<file path="src/rtl/shift_rows_stream.sv">
// Streaming ShiftRows / InvShiftRows / bypass stage with a 2-entry output FIFO.
// Byte (r,c) is the ((4c+r))-th byte counting from the MSB end.
module shift_rows_stream #(
  parameter int NB = 4,
  parameter int W  = 32 * NB
) (
  input  logic         clk,
  input  logic         rst_n,
  input  logic         in_valid,
  output logic         in_ready,
  input  logic [1:0]   in_mode,
  input  logic [W-1:0] in_state,
  output logic         out_valid,
  input  logic         out_ready,
  output logic [1:0]   out_mode,
  output logic [W-1:0] out_state
);

  generate
    if (!(NB == 4 || NB == 6 || NB == 8)) begin : g_bad_nb
      $error("shift_rows_stream: NB must be 4, 6 or 8");
    end
  endgenerate

  logic [W-1:0] fwd;
  logic [W-1:0] inv;

  // Rijndael uses wider offsets on rows 2 and 3 for 256-bit blocks
  for (genvar c = 0; c < NB; c++) begin : g_c
    for (genvar r = 0; r < 4; r++) begin : g_r
      localparam int S  = (NB == 8 && r >= 2) ? r + 1 : r;
      localparam int FC = (c + S) % NB;
      localparam int IC = (c + NB - S) % NB;
      localparam int DO = W - 1 - (4 * c + r) * 8;
      localparam int FO = W - 1 - (4 * FC + r) * 8;
      localparam int IO = W - 1 - (4 * IC + r) * 8;
      assign fwd[DO -: 8] = in_state[FO -: 8];
      assign inv[DO -: 8] = in_state[IO -: 8];
    end
  end

  logic [W-1:0] res_d;
  logic [1:0]   mode_d;

  always_comb begin
    res_d  = in_state;
    mode_d = 2'b10;
    unique case (1'b1)
      (in_mode == 2'b00): begin
        res_d  = fwd;
        mode_d = 2'b00;
      end
      (in_mode == 2'b01): begin
        res_d  = inv;
        mode_d = 2'b01;
      end
      default: begin
        res_d  = in_state;
        mode_d = 2'b10;
      end
    endcase
  end

  logic [W-1:0] mem_q [2];
  logic [1:0]   mode_q [2];
  logic         wp_q;
  logic         rp_q;
  logic [1:0]   cnt_q;
  logic [1:0]   cnt_d;
  logic         push;
  logic         pop;

  assign in_ready  = rst_n & (cnt_q != 2'd2);
  assign out_valid = (cnt_q != 2'd0);
  assign out_state = mem_q[rp_q];
  assign out_mode  = mode_q[rp_q];
  assign push      = in_valid & in_ready;
  assign pop       = out_valid & out_ready;

  always_comb begin
    cnt_d = cnt_q;
    unique case (1'b1)
      (push & ~pop): cnt_d = cnt_q + 2'd1;
      (pop & ~push): cnt_d = cnt_q - 2'd1;
      default:       cnt_d = cnt_q;
    endcase
  end

  always_ff @(posedge clk or negedge rst_n) begin
    if (!rst_n) begin
      mem_q[0]  <= '0;
      mem_q[1]  <= '0;
      mode_q[0] <= 2'b00;
      mode_q[1] <= 2'b00;
      wp_q      <= 1'b0;
      rp_q      <= 1'b0;
      cnt_q     <= 2'd0;
    end else begin
      if (push) begin
        mem_q[wp_q]  <= res_d;
        mode_q[wp_q] <= mode_d;
        wp_q         <= ~wp_q;
      end
      if (pop) begin
        rp_q <= ~rp_q;
      end
      cnt_q <= cnt_d;
    end
  end

endmodule

</file>
<file path="config.mk">
export PLATFORM = sky130hd
export DESIGN_NAME = shift_rows_stream
export DESIGN_NICKNAME = d
export VERILOG_FILES = /design/src/rtl/shift_rows_stream.sv
export SDC_FILE = /design/constraint.sdc
export NUM_CORES = 1
export LEC_CHECK = 0
export CORE_MARGIN = 2
export CORE_UTILIZATION = 45
export DETAILED_ROUTE_END_ITERATION = 10
export PLACE_DENSITY = 0.8
export SLEW_MARGIN = 20
export SYNTH_ARGS = -nofsm -noshare
export SYNTH_HDL_FRONTEND = slang
export SYNTH_SLANG_ARGS = --single-unit
export TNS_END_PERCENT = 30
</file>
<file path="constraint.sdc">
create_clock -name clk -period 3.8 [get_ports clk]
set_input_delay 0.76 -clock clk [delete_from_list [all_inputs] [get_ports clk]]
set_output_delay 0.76 -clock clk [all_outputs]
set_load 0.05 [all_outputs]
</file>
# [Word-level counts from Yosys, hierarchy flattened]
# Cells that the tools add are included.
[classes] n_addsub=2 magnitude_cmp=3 eq_ne=2 muxes=15 bitwise_logic=11 reduce_logical=4
[ops] operator="two-way mux 128 bit" count=4
[ops] operator="bitwise mux 256 bit" count=1
[ops] operator="one-hot mux 120 bit (2 select lines)" count=1
[ops] operator="demux 128 bit (select 1 bit)" count=1
[ops] operator="two-way mux 2 bit" count=4
[ops] operator="one-hot mux 2 bit (2 select lines)" count=2
[ops] operator="bitwise AND 1 bit" count=5
[ops] operator="bitwise mux 4 bit" count=1
[ops] operator=">= comparator 2 bit (second input constant)" count=2
[ops] operator="NOT 1 bit" count=4
[ops] operator="NOT 1 -> 2 bit" count=2
[ops] operator="nonzero test 2 bit" count=2
[ops] operator="adder 2 x 1 -> 2 bit (second input constant)" count=1
[ops] operator="demux 2 bit (select 1 bit)" count=1
[ops] operator="== test 2 x 1 -> 1 bit (second input constant)" count=1
[ops] operator="zero test 2 bit" count=1
[ops] operator="< comparator 2 x 1 -> 1 bit (second input constant)" count=1
[ops] operator="inequality test 2 bit (second input constant)" count=1
[ops] operator="subtractor 2 x 1 -> 2 bit (second input constant)" count=1
[ops] operator="logical AND 1 bit" count=1
[word_totals] regBits=264 wordCells=44

# [Logic depth before layout (Yosys ltp)]
# Gate-level depths: netlist of the first run.
[logic_depth] word_depth=6 ltp_mapped=10

# [Worst setup path after synthesis of the first run]
# Ideal clock, no wire load.
[synth_path] kind="register to output" start="register rp_q" end="output out_state[100]" arrival_ps=1399 required_time_ps=3040 setup_slack_ps=1641 path_stages_with_launch=5 path_buffers=3 cell_sequence="dfrtp_1 -> clkbuf_1 -> clkbuf_1 -> buf_2 -> mux2_2"
[synth_between] elab_chain_len=4
[synth_rtl] element="from (decl)" line_no="67" text="logic rp_q;"
[synth_rtl] element="from (signal assigned)" line_no="105" text="rp_q <= ~rp_q;"
[synth_rtl] element="NOT 1 -> 2 bit (implied by the code)" line_no="75" text="assign out_state = mem_q[rp_q];"
[synth_rtl] element="two-way mux 128 bit (implied by the code) (3 in series)" line_no="75"
[synth_rtl] element="to (decl)" line_no="16" text="output logic [W-1:0] out_state"
# Every way passes these cells. The select of a mux whose other input is x is not followed.

# [Worst setup path in the final report of the first run]
[layout_path] start="register rp_q" end="output out_state[0]"
# The elaborated chain is that of the path after synthesis.

==> impl_metrics.env, run 1 <==
export IMPL_hold_viol=0
export IMPL_grt_pass1_vias=11000
export IMPL_grt_start_max_net_pins=132
export IMPL_drv_slew=0
export IMPL_routed_wl_um=41600
export IMPL_finalNetCount=1484
export IMPL_cts_path_max_buffers=3
export IMPL_startpoint_type="flip-flop"
export IMPL_reg2reg_to="mem_q[156]"
export IMPL_drt_iter0_drc=937
export IMPL_die_height_um=178
export IMPL_setup_viol=0
export IMPL_max_slew_worst_pin_slew_ps=883
export IMPL_required_ps=3040
export IMPL_initial_core_util_pct=45.9
export IMPL_drtAntennaViolNets=0
export IMPL_cp_max_fo=22
export IMPL_synth_top_flop_cell="dfrtp_1"
export IMPL_synth_largest_area_cell="dfrtp_1"
export IMPL_fin_ws_ps=501
export IMPL_fp_coreArea_mm2=0.0297
export IMPL_io_pins=266
export IMPL_max_slew_margin_pct=41.1
export IMPL_cts_hold_fix_buffers=0
export IMPL_status="complete, no violations"
export IMPL_ys_ff_latch=264
export IMPL_rsz0062_at_grt="no"
export IMPL_yosysTopAreaCellShare_pct=48.4
export IMPL_fmax_mhz=303
export IMPL_htreeDepth=1
export IMPL_hpwl_um=28400
export IMPL_io_buffers=265
export IMPL_dr_pass1_iters=6
export IMPL_syn_area_mm2=0.0136
export IMPL_r2r_setup_slack_ps=1710
export IMPL_std_cell_rows=63
export IMPL_gp_congestion=0.918
export IMPL_post_cts_buffers=0
export IMPL_antenna_found_initial=4
export IMPL_r2r_start="cnt_q[0]"
export IMPL_preCtsSetupSlack_ps=1060
export IMPL_arrival_ps=2540
export IMPL_overflow=0
export IMPL_finalPower_mw=18.2
export IMPL_cts_buffers=29
export IMPL_area_delta_synth_final_pct=28.3
export IMPL_drt_vias_per_instance=6.00
export IMPL_drive_gt1_share_pct=20.8
export IMPL_clock_sinks=264
export IMPL_synth_edf_count=0
export IMPL_drv_cap=0
export IMPL_period_needed_ps=3300
export IMPL_reg2reg_depth=4
export IMPL_worst_setup_path_type="flip-flop to output port"
export IMPL_syn_area_per_cell_um2=12.0
export IMPL_clk_latency_ps=540
export IMPL_wl_per_cell_um=23.6
export IMPL_gr_usage_all_layers_pct=26.0
export IMPL_synthDistinctLibCells=30
export IMPL_route_detailed_drc=0
export IMPL_skew_ps=10.1
export IMPL_period_share_pct=86.8
export IMPL_yosysSeqAreaShare_pct=48.4
export IMPL_p_leak_nw=7.36
export IMPL_vias=10600
export IMPL_grt_pass1_wl_um=63500
export IMPL_syn_num_nets=1275
export IMPL_vdd_ir_drop_max_mv=0.602
export IMPL_synthTopCellsByArea="dfrtp_1 48%, mux2_2 16%, mux2_1 7.8%"
export IMPL_hp_class="primary input to asynchronous set/reset pin"
export IMPL_root_buffer="clkbuf_16"
export IMPL_die_w_um=178
export IMPL_synthArstFlopShare_pct=100
export IMPL_endpoint_kind="output port"
export IMPL_powerDensity_mw_per_mm2=1040
export IMPL_fin_util_pct=58.9
export IMPL_syn_inst=1140
export IMPL_postCtsResizedCells=0
export IMPL_path_clk_slew_ps=60
export IMPL_yosysWarnings=0
export IMPL_die_area_mm2=0.0317
export IMPL_fin_tns_setup_ps=0
export IMPL_tritoncts="built"
[cells in the final DEF (no fill, tap or decap), types with 3 or more instances in the layout]
cell type	count
bufinv_16	3
mux2_1	95
clkbuf_8	8
a21oi_1	102
mux2i_1	13
nor2_1	14
o31ai_1	52
clkbuf_16	29
o211ai_1	38
nand2_1	66
clkinv_2	6
buf_12	10
and2_1	3
diode_2	3
clkdlybuf4s50_1	261
a32o_1	102
o211a_1	13
clkbuf_1	5
buf_4	16
dfrtp_1	262
inv_1	52
mux2_2	199
[sequential cells by signal (all words and copies together), names as in the netlist]
signal  flops
cnt_q       2
rp_q        1
wp_q        1
mode_q      4
mem_q     256
[worst max-delay path by stage]
stage / start / to / cells after the start
2_1_floorplan: rp_q / out_state[100] / 4
3_3_place_gp: rp_q / out_state[0] / 3
3_5_place_dp: in_valid / mem_q[101] / 5
4_1_cts: rp_q / out_state[0] / 3
5_1_grt: rp_q / out_state[0] / 3
6_report: rp_q / out_state[0] / 3
[worst max-delay path, stage by stage, from the launching register on]
cell and delay, ps:
dfrtp_4 510, buf_4 360, mux2_2 410, clkdlybuf4s50_1 710
[routing by layer]
layer	vias to the layer above	GRT usage [%]	share of wire, %
met5	-	0	0.029
met4	2	11.4	4.7
met3	107	5.71	9.4
met2	567	42.4	46
met1	5224	33.2	40
li1	4684	-	-
[per-stage QoR]
step	std cells	cell area (um^2)	hold slack, ps
2_1_floorplan	1140	13600	452
3_3_place_gp	1708	16500	461
3_5_place_dp	1708	16500	468
4_1_cts	1761	17500	36.2
5_1_grt	1761	17500	39.9
6_report	1764	17500	50.1
[synth_stat cells, types with 14 or more instances]
cell      number
dfrtp_1      264
mux2_2       199
a21oi_1      102
a32o_1       102
mux2_1        95
nand2_1       66
inv_1         52
o31ai_1       52
buf_2         47
o211ai_1      38
clkbuf_1      36
nor2_1        14
[layout make-up]
cell class,count,area (um^2)
Tap cell,390,488
Timing Repair Buffer,288,2950
Sequential cell,264,6610
Clock inverter,11,135
Multi-Input combinational cell,712,6250
Fill cell,2380,12200
Inverter,54,203
Antenna cell,3,7.51
Clock buffer,42,855
[power breakdown]
group          leakage [nW]  internal [mW]  switching [mW]
clock                 0.487           1.75            1.13
combinational          3.66           4.02            6.26
sequential             3.21           4.19           0.790
total                  7.36           9.97            8.18
[kinds of logic (layout without fill, tap and decap cells)]
| kind of cell | after synthesis | after routing | share of synthesized area [%] |
|---|---|---|---|
| AO/OA/AOI/OAI | 308 | 308 | 17.2 |
| XOR/XNOR | 4 | 4 | 0.257 |
| adder cells (fa/ha/maj) | 1 | 1 | 0.0917 |
| buffers and inverters | 164 | 395 | 5.94 |
| flip-flops | 264 | 264 | 48.4 |
| multiplexers | 307 | 307 | 25.2 |
| other | 0 | 3 | 0 |
| AND/OR/NAND/NOR | 92 | 92 | 2.88 |
Note: power is estimated with default switching activity, not from simulation.
==> inputs of run 2 (changes only) <==
--- a/config.mk
+++ b/config.mk
@@ -6,9 +6,9 @@
 export NUM_CORES = 1
 export LEC_CHECK = 0
 export CORE_MARGIN = 2
-export CORE_UTILIZATION = 45
+export CORE_UTILIZATION = 55
 export DETAILED_ROUTE_END_ITERATION = 10
-export PLACE_DENSITY = 0.8
+export PLACE_DENSITY = 0.93
 export SLEW_MARGIN = 20
 export SYNTH_ARGS = -nofsm -noshare
 export SYNTH_HDL_FRONTEND = slang
==> run 2 against run 1 <==
Non-clock buffer count is 4 lower. Sequential share of layout area increased by 0.28 points. Maximum frequency down 7.3%. Via count rose by 2.5%. Clock-buffer cell count shrank 5. Setup slack got worse by 260 ps. Register-to-register slack worse by 140 ps. Design area down 0.73%. Largest cell class unchanged. Highest routed layer unchanged.
==> impl_metrics.env, run 2 (synthesis gave the netlist of run 1 again) <==
export IMPL_period_needed_ps=3560
export IMPL_reg_largest_list="mem_q: 256 flops, mode_q: 4 flops, cnt_q: 2 flops"
export IMPL_fin_util_pct=71.4
export IMPL_clockPowerShare_pct=15.8
export IMPL_dr_pass1_iters=5
export IMPL_clock_sinks=264
export IMPL_grt_start_max_net_pins=106
export IMPL_slowest_stage="clkdlybuf4s50_1"
export IMPL_gr_usage_all_layers_pct=31.5
export IMPL_arrival_ps=2800
export IMPL_fin_ws_ps=243
export IMPL_r2r_setup_slack_ps=1570
export IMPL_pwr_share_seq_pct=27.7
export IMPL_clk_latency_ps=550
export IMPL_gp_congestion=0.938
export IMPL_std_cell_rows=57
export IMPL_share_comb_of_total_power_pct=56.4
export IMPL_max_slew_worst_pin_slew_ps=846
export IMPL_crit_family="buffers and inverters"
export IMPL_worst_hold_slack_ps=484
export IMPL_hold_viol=0
export IMPL_post_dp_cell_area_mm2=0.0164
export IMPL_startpoint_type="flip-flop"
export IMPL_crit_start="rp_q"
export IMPL_reg2reg_depth=4
export IMPL_drtAntennaViolNets=0
export IMPL_max_slew_margin_pct=43.5
export IMPL_cts_path_max_buffers=3
export IMPL_fin_cells=1692
export IMPL_root_buffer="clkbuf_16"
export IMPL_endpoint_kind="output port"
export IMPL_p_leak_nw=7.33
export IMPL_drive_gt1_share_pct=20.3
export IMPL_drt_vias_per_instance=6.41
export IMPL_grt_pass1_vias=11300
export IMPL_htreeDepth=1
export IMPL_io_pins=266
export IMPL_dp_cells=1637
export IMPL_path_cells="buf_4 -> mux2_2 -> clkdlybuf4s50_1"
export IMPL_cp_max_fo=27
export IMPL_required_ps=3040
export IMPL_finalNetCount=1479
export IMPL_drv_cap=0
export IMPL_cts_buffers=28
export IMPL_switching_share_pct=45.4
export IMPL_status="complete, no violations"
export IMPL_endpoint="out_state[17]"
export IMPL_final_cell_mix="262 x dfrtp_1, 261 x clkdlybuf4s50_1, 199 x mux2_2, 102 x a21oi_1, 102 x a32o_1"
export IMPL_hp_class="flip-flop to flip-flop"
export IMPL_die_area_mm2=0.0261
export IMPL_cpPeakStageDelay_ps=700
export IMPL_largest_register_ffs=256
export IMPL_preCtsSetupSlack_ps=837
export IMPL_path_depth=3
export IMPL_wl_per_cell_um=24.6
export IMPL_hpwl_um=27800
export IMPL_final_fill_count=1648
export IMPL_reg2reg_to="mem_q[242]"
export IMPL_fp_coreArea_mm2=0.0243
export IMPL_layout_commonest_cell="dfrtp_1"
export IMPL_netSwitchingPower_mw=8.25
export IMPL_postCtsResizedCells=0
export IMPL_internal_power_mw=9.94
export IMPL_powerDensity_mw_per_mm2=1050
export IMPL_area_delta_synth_final_pct=27.3
export IMPL_vias=10900
export IMPL_grt_pass1_wl_um=64500
export IMPL_drt_iter0_drc=1029
export IMPL_fin_tns_setup_ps=0
export IMPL_vdd_ir_drop_max_mv=0.808
export IMPL_crit_buf_inv=2
export IMPL_rsz0062_at_grt="no"
export IMPL_max_flop_register="mem_q"
export IMPL_path_clk_slew_ps=60
export IMPL_final_area_mm2=0.0174
export IMPL_fmax_mhz=281
export IMPL_overflow=0
export IMPL_initial_core_util_pct=56.1
export IMPL_setup_viol=0
export IMPL_skew_ps=20.4
export IMPL_period_share_pct=93.6
export IMPL_die_height_um=161
export IMPL_worst_setup_path_type="flip-flop to output port"
export IMPL_route_detailed_drc=0
export IMPL_io_buffers=265
export IMPL_antenna_found_initial=5
export IMPL_die_w_um=161
export IMPL_drv_slew=0
export IMPL_r2r_start="cnt_q[0]"
export IMPL_routed_wl_um=41600
export IMPL_tritoncts="built"
export IMPL_finalPower_mw=18.2
run 2: worst register-to-register path: cells and delay by family (launching register included):
kind | cells | cell delay, ps
simple gates | 2 | 870
compound gates | 1 | 310
flops | 1 | 470
buf+inv | 1 | 480
run 2: how the worst min path moves through the flow:
stage,start,endpoint,slack (ps),cells after the start
after floorplan,mem_q[104],mem_q[104],450,1
after global placement,mem_q[61],mem_q[61],460,1
after detailed placement,mem_q[109],mem_q[109],470,1
after CTS,mem_q[122],mem_q[122],490,1
after global routing,mem_q[111],mem_q[111],500,1
final,mem_q[95],mem_q[95],480,1
run 2: what timing repair did:
item                                    CTS  global route
endpoints found under the setup margin    0             0
hold endpoints to repair                  4             0
hold buffers                              1             0
buffers inserted                          0             0
run 2: cell type report:
| class | instances | area (um^2) | area share [%] |
|---|---|---|---|
| Antenna cell | 2 | 5.00 | 0.0288 |
| Clock buffer | 37 | 754 | 4.34 |
| Clock inverter | 15 | 216 | 1.25 |
| Inverter | 54 | 203 | 1.17 |
| Multi-Input combinational cell | 712 | 6250 | 36.0 |
| Sequential cell | 264 | 6610 | 38.1 |
| Tap cell | 324 | 405 | 2.33 |
| Timing Repair Buffer | 284 | 2920 | 16.8 |
run 2: power by group through the flow:
stage / combinational, mW / sequential [mW] / clock (mW)
global route: 10.7 / 5.19 / 3.04
detailed placement: 10.2 / 5.04 / 0
floorplan: 7.36 / 4.66 / 0
finish: 10.3 / 5.05 / 2.88
global placement: 9.99 / 4.97 / 0
CTS: 10.3 / 5.03 / 2.92
run 2: per-layer routing:
layer / global-route usage, % / share of wire, % / vias up
met5: 0 / 0.055 / -
met4: 15.1 / 5.5 / 4
met3: 9.07 / 10 / 125
met2: 50.6 / 47 / 608
met1: 39.3 / 38 / 5433
li1: - / - / 4681
==> inputs of run 3 (changes only) <==
--- a/config.mk
+++ b/config.mk
@@ -9,7 +9,6 @@
 export CORE_UTILIZATION = 55
 export DETAILED_ROUTE_END_ITERATION = 10
 export PLACE_DENSITY = 0.93
-export SLEW_MARGIN = 20
 export SYNTH_ARGS = -nofsm -noshare
 export SYNTH_HDL_FRONTEND = slang
 export SYNTH_SLANG_ARGS = --single-unit
==> run 3 against run 2 <==
Combinational power is essentially flat. Clock-buffer cell count is the same. Global-route usage is the same. Register-to-register slack is essentially flat. Routed wire length is essentially flat. Critical path type unchanged.
==> impl_metrics.env, run 3 (synthesis gave the netlist of run 1 again) <==
export IMPL_status="complete, no violations"
export IMPL_tritoncts="built"
export IMPL_clock_sinks=264
export IMPL_largest_register_ffs=256
export IMPL_finalPower_mw=18.2
export IMPL_dr_pass1_iters=5
export IMPL_overflow=0
export IMPL_period_needed_ps=3560
export IMPL_clockPowerShare_pct=15.8
export IMPL_route_detailed_drc=0
export IMPL_vias=10800
export IMPL_max_slew_margin_pct=30.0
export IMPL_initial_core_util_pct=56.1
export IMPL_fmax_mhz=281
export IMPL_met2_usage_pct=50.6
export IMPL_clk_latency_ps=550
export IMPL_fp_coreArea_mm2=0.0243
export IMPL_gr_max_usage_layer="met2"
export IMPL_cp_max_fo=27
export IMPL_required_ps=3040
export IMPL_grt_start_max_net_pins=106
export IMPL_die_height_um=161
export IMPL_max_flop_register="mem_q"
export IMPL_path_clk_slew_ps=60
export IMPL_root_buffer="clkbuf_16"
export IMPL_powerDensity_mw_per_mm2=1050
export IMPL_rsz0062_at_grt="no"
export IMPL_path_cells="buf_4 -> mux2_2 -> clkdlybuf4s50_1"
export IMPL_hold_viol=0
export IMPL_drv_cap=0
export IMPL_drtAntennaViolNets=0
export IMPL_multi_input_area_mm2=0.00625
export IMPL_arrival_ps=2800
export IMPL_p_leak_nw=7.33
export IMPL_use_met3_pct=9.07
export IMPL_wl_per_cell_um=24.6
export IMPL_pwr_share_seq_pct=27.7
export IMPL_endpoint_kind="output port"
export IMPL_cts_buffers=28
export IMPL_gp_congestion=0.938
export IMPL_postCtsResizedCells=0
export IMPL_drive_gt1_share_pct=20.3
export IMPL_share_comb_of_total_power_pct=56.4
export IMPL_io_pins=266
export IMPL_routed_wl_um=41600
export IMPL_final_cell_mix="262 x dfrtp_1, 261 x clkdlybuf4s50_1, 199 x mux2_2, 102 x a21oi_1, 102 x a32o_1"
export IMPL_period_share_pct=93.6
export IMPL_post_cts_buffers=0
export IMPL_drt_iter0_drc=1029
export IMPL_area_delta_synth_final_pct=27.3
export IMPL_die_w_um=161
export IMPL_worst_setup_path_type="flip-flop to output port"
export IMPL_layout_commonest_cell="dfrtp_1"
export IMPL_startpoint_type="flip-flop"
export IMPL_cts_hold_fix_buffers=1
export IMPL_reg_largest_list="mem_q: 256 flops, mode_q: 4 flops, cnt_q: 2 flops"
export IMPL_drv_slew=0
export IMPL_fin_tns_setup_ps=0
export IMPL_drt_vias_per_instance=6.41
export IMPL_skew_ps=20.0
export IMPL_switching_share_pct=45.4
export IMPL_hp_class="flip-flop to flip-flop"
export IMPL_antenna_found_initial=5
export IMPL_vdd_ir_drop_max_mv=0.808
export IMPL_std_cell_rows=57
export IMPL_finalNetCount=1479
export IMPL_htreeDepth=1
export IMPL_hpwl_um=27800
export IMPL_netSwitchingPower_mw=8.25
export IMPL_grt_pass1_wl_um=64500
export IMPL_slowest_stage="clkdlybuf4s50_1"
export IMPL_seqCellArea_mm2=0.00661
export IMPL_io_buffers=265
export IMPL_final_fill_count=1647
export IMPL_grt_pass1_vias=11300
export IMPL_gr_usage_all_layers_pct=31.5
export IMPL_max_slew_worst_pin_slew_ps=1050
export IMPL_cts_path_max_buffers=3
export IMPL_cpPeakStageDelay_ps=700
export IMPL_die_area_mm2=0.0261
export IMPL_grt_use_met1_pct=39.3
export IMPL_setup_viol=0
export IMPL_internal_power_mw=9.94
## run 3: cell counts in the layout (fill, tap and decap cells not counted)
No cell type changed its count.
## run 3: through the flow
| step | cell area [um^2] | worst slack (ps) | hold WS (ps) | util, % | std cells |
|---|---|---|---|---|---|
| 6_report | 17400 | 242 | 483 | 71.4 | 1692 |
| 5_1_grt | 17400 | 185 | 495 | 71.4 | 1690 |
| 4_1_cts | 17400 | 248 | 486 | 71.4 | 1690 |
| 3_5_place_dp | 16400 | 837 | 471 | 67.3 | 1637 |
| 3_3_place_gp | 16400 | 873 | 461 | 67.3 | 1637 |
| 2_1_floorplan | 13600 | 1640 | 452 | - | 1140 |
## run 3: power groups by stage
stage	sequential, mW	combinational, mW	clock [mW]
final	5.05	10.3	2.88
after CTS	5.03	10.3	2.92
after floorplan	4.66	7.36	0
after detailed placement	5.04	10.2	0
after global placement	4.97	9.99	0
after global routing	5.19	10.7	3.04
## run 3: path summary, 6_finish.rpt
path | start | end | slack [ps] | cells after the start
worst min register to register | mem_q[95] | mem_q[95] | 480 | 1
worst max register to register | cnt_q[0] | mem_q[242] | 1570 | 4
worst min-delay path | mem_q[95] | mem_q[95] | 480 | 1
min in group asynchronous | rst_n | mem_q[242] | 600 | 2
max in group asynchronous | rst_n | mem_q[144] | 1220 | 4
worst max-delay path | rp_q | out_state[17] | 240 | 3
## run 3: layout make-up
cell class,instances,share of cell area (%)
clock inverters,15,1.25
flip-flops and latches,264,38.1
repair buffers,284,16.8
well taps,324,2.33
clock buffers,37,4.35
inverters,54,1.17
diodes,2,0.0288
multi-input cells,712,36.0
## run 3: critical path: cells and delay by family, from the launching register on
| kind | cells | cell delay [ps] |
|---|---|---|
| buffers and inverters | 2 | 1130 |
| DFF | 1 | 660 |
| muxes | 1 | 400 |
## run 3: per-layer routing
metal,share of wire (%),vias to the layer above
met5,0.055,-
met4,5.3,4
met3,10,122
met2,47,611
met1,38,5432
li1,-,4678
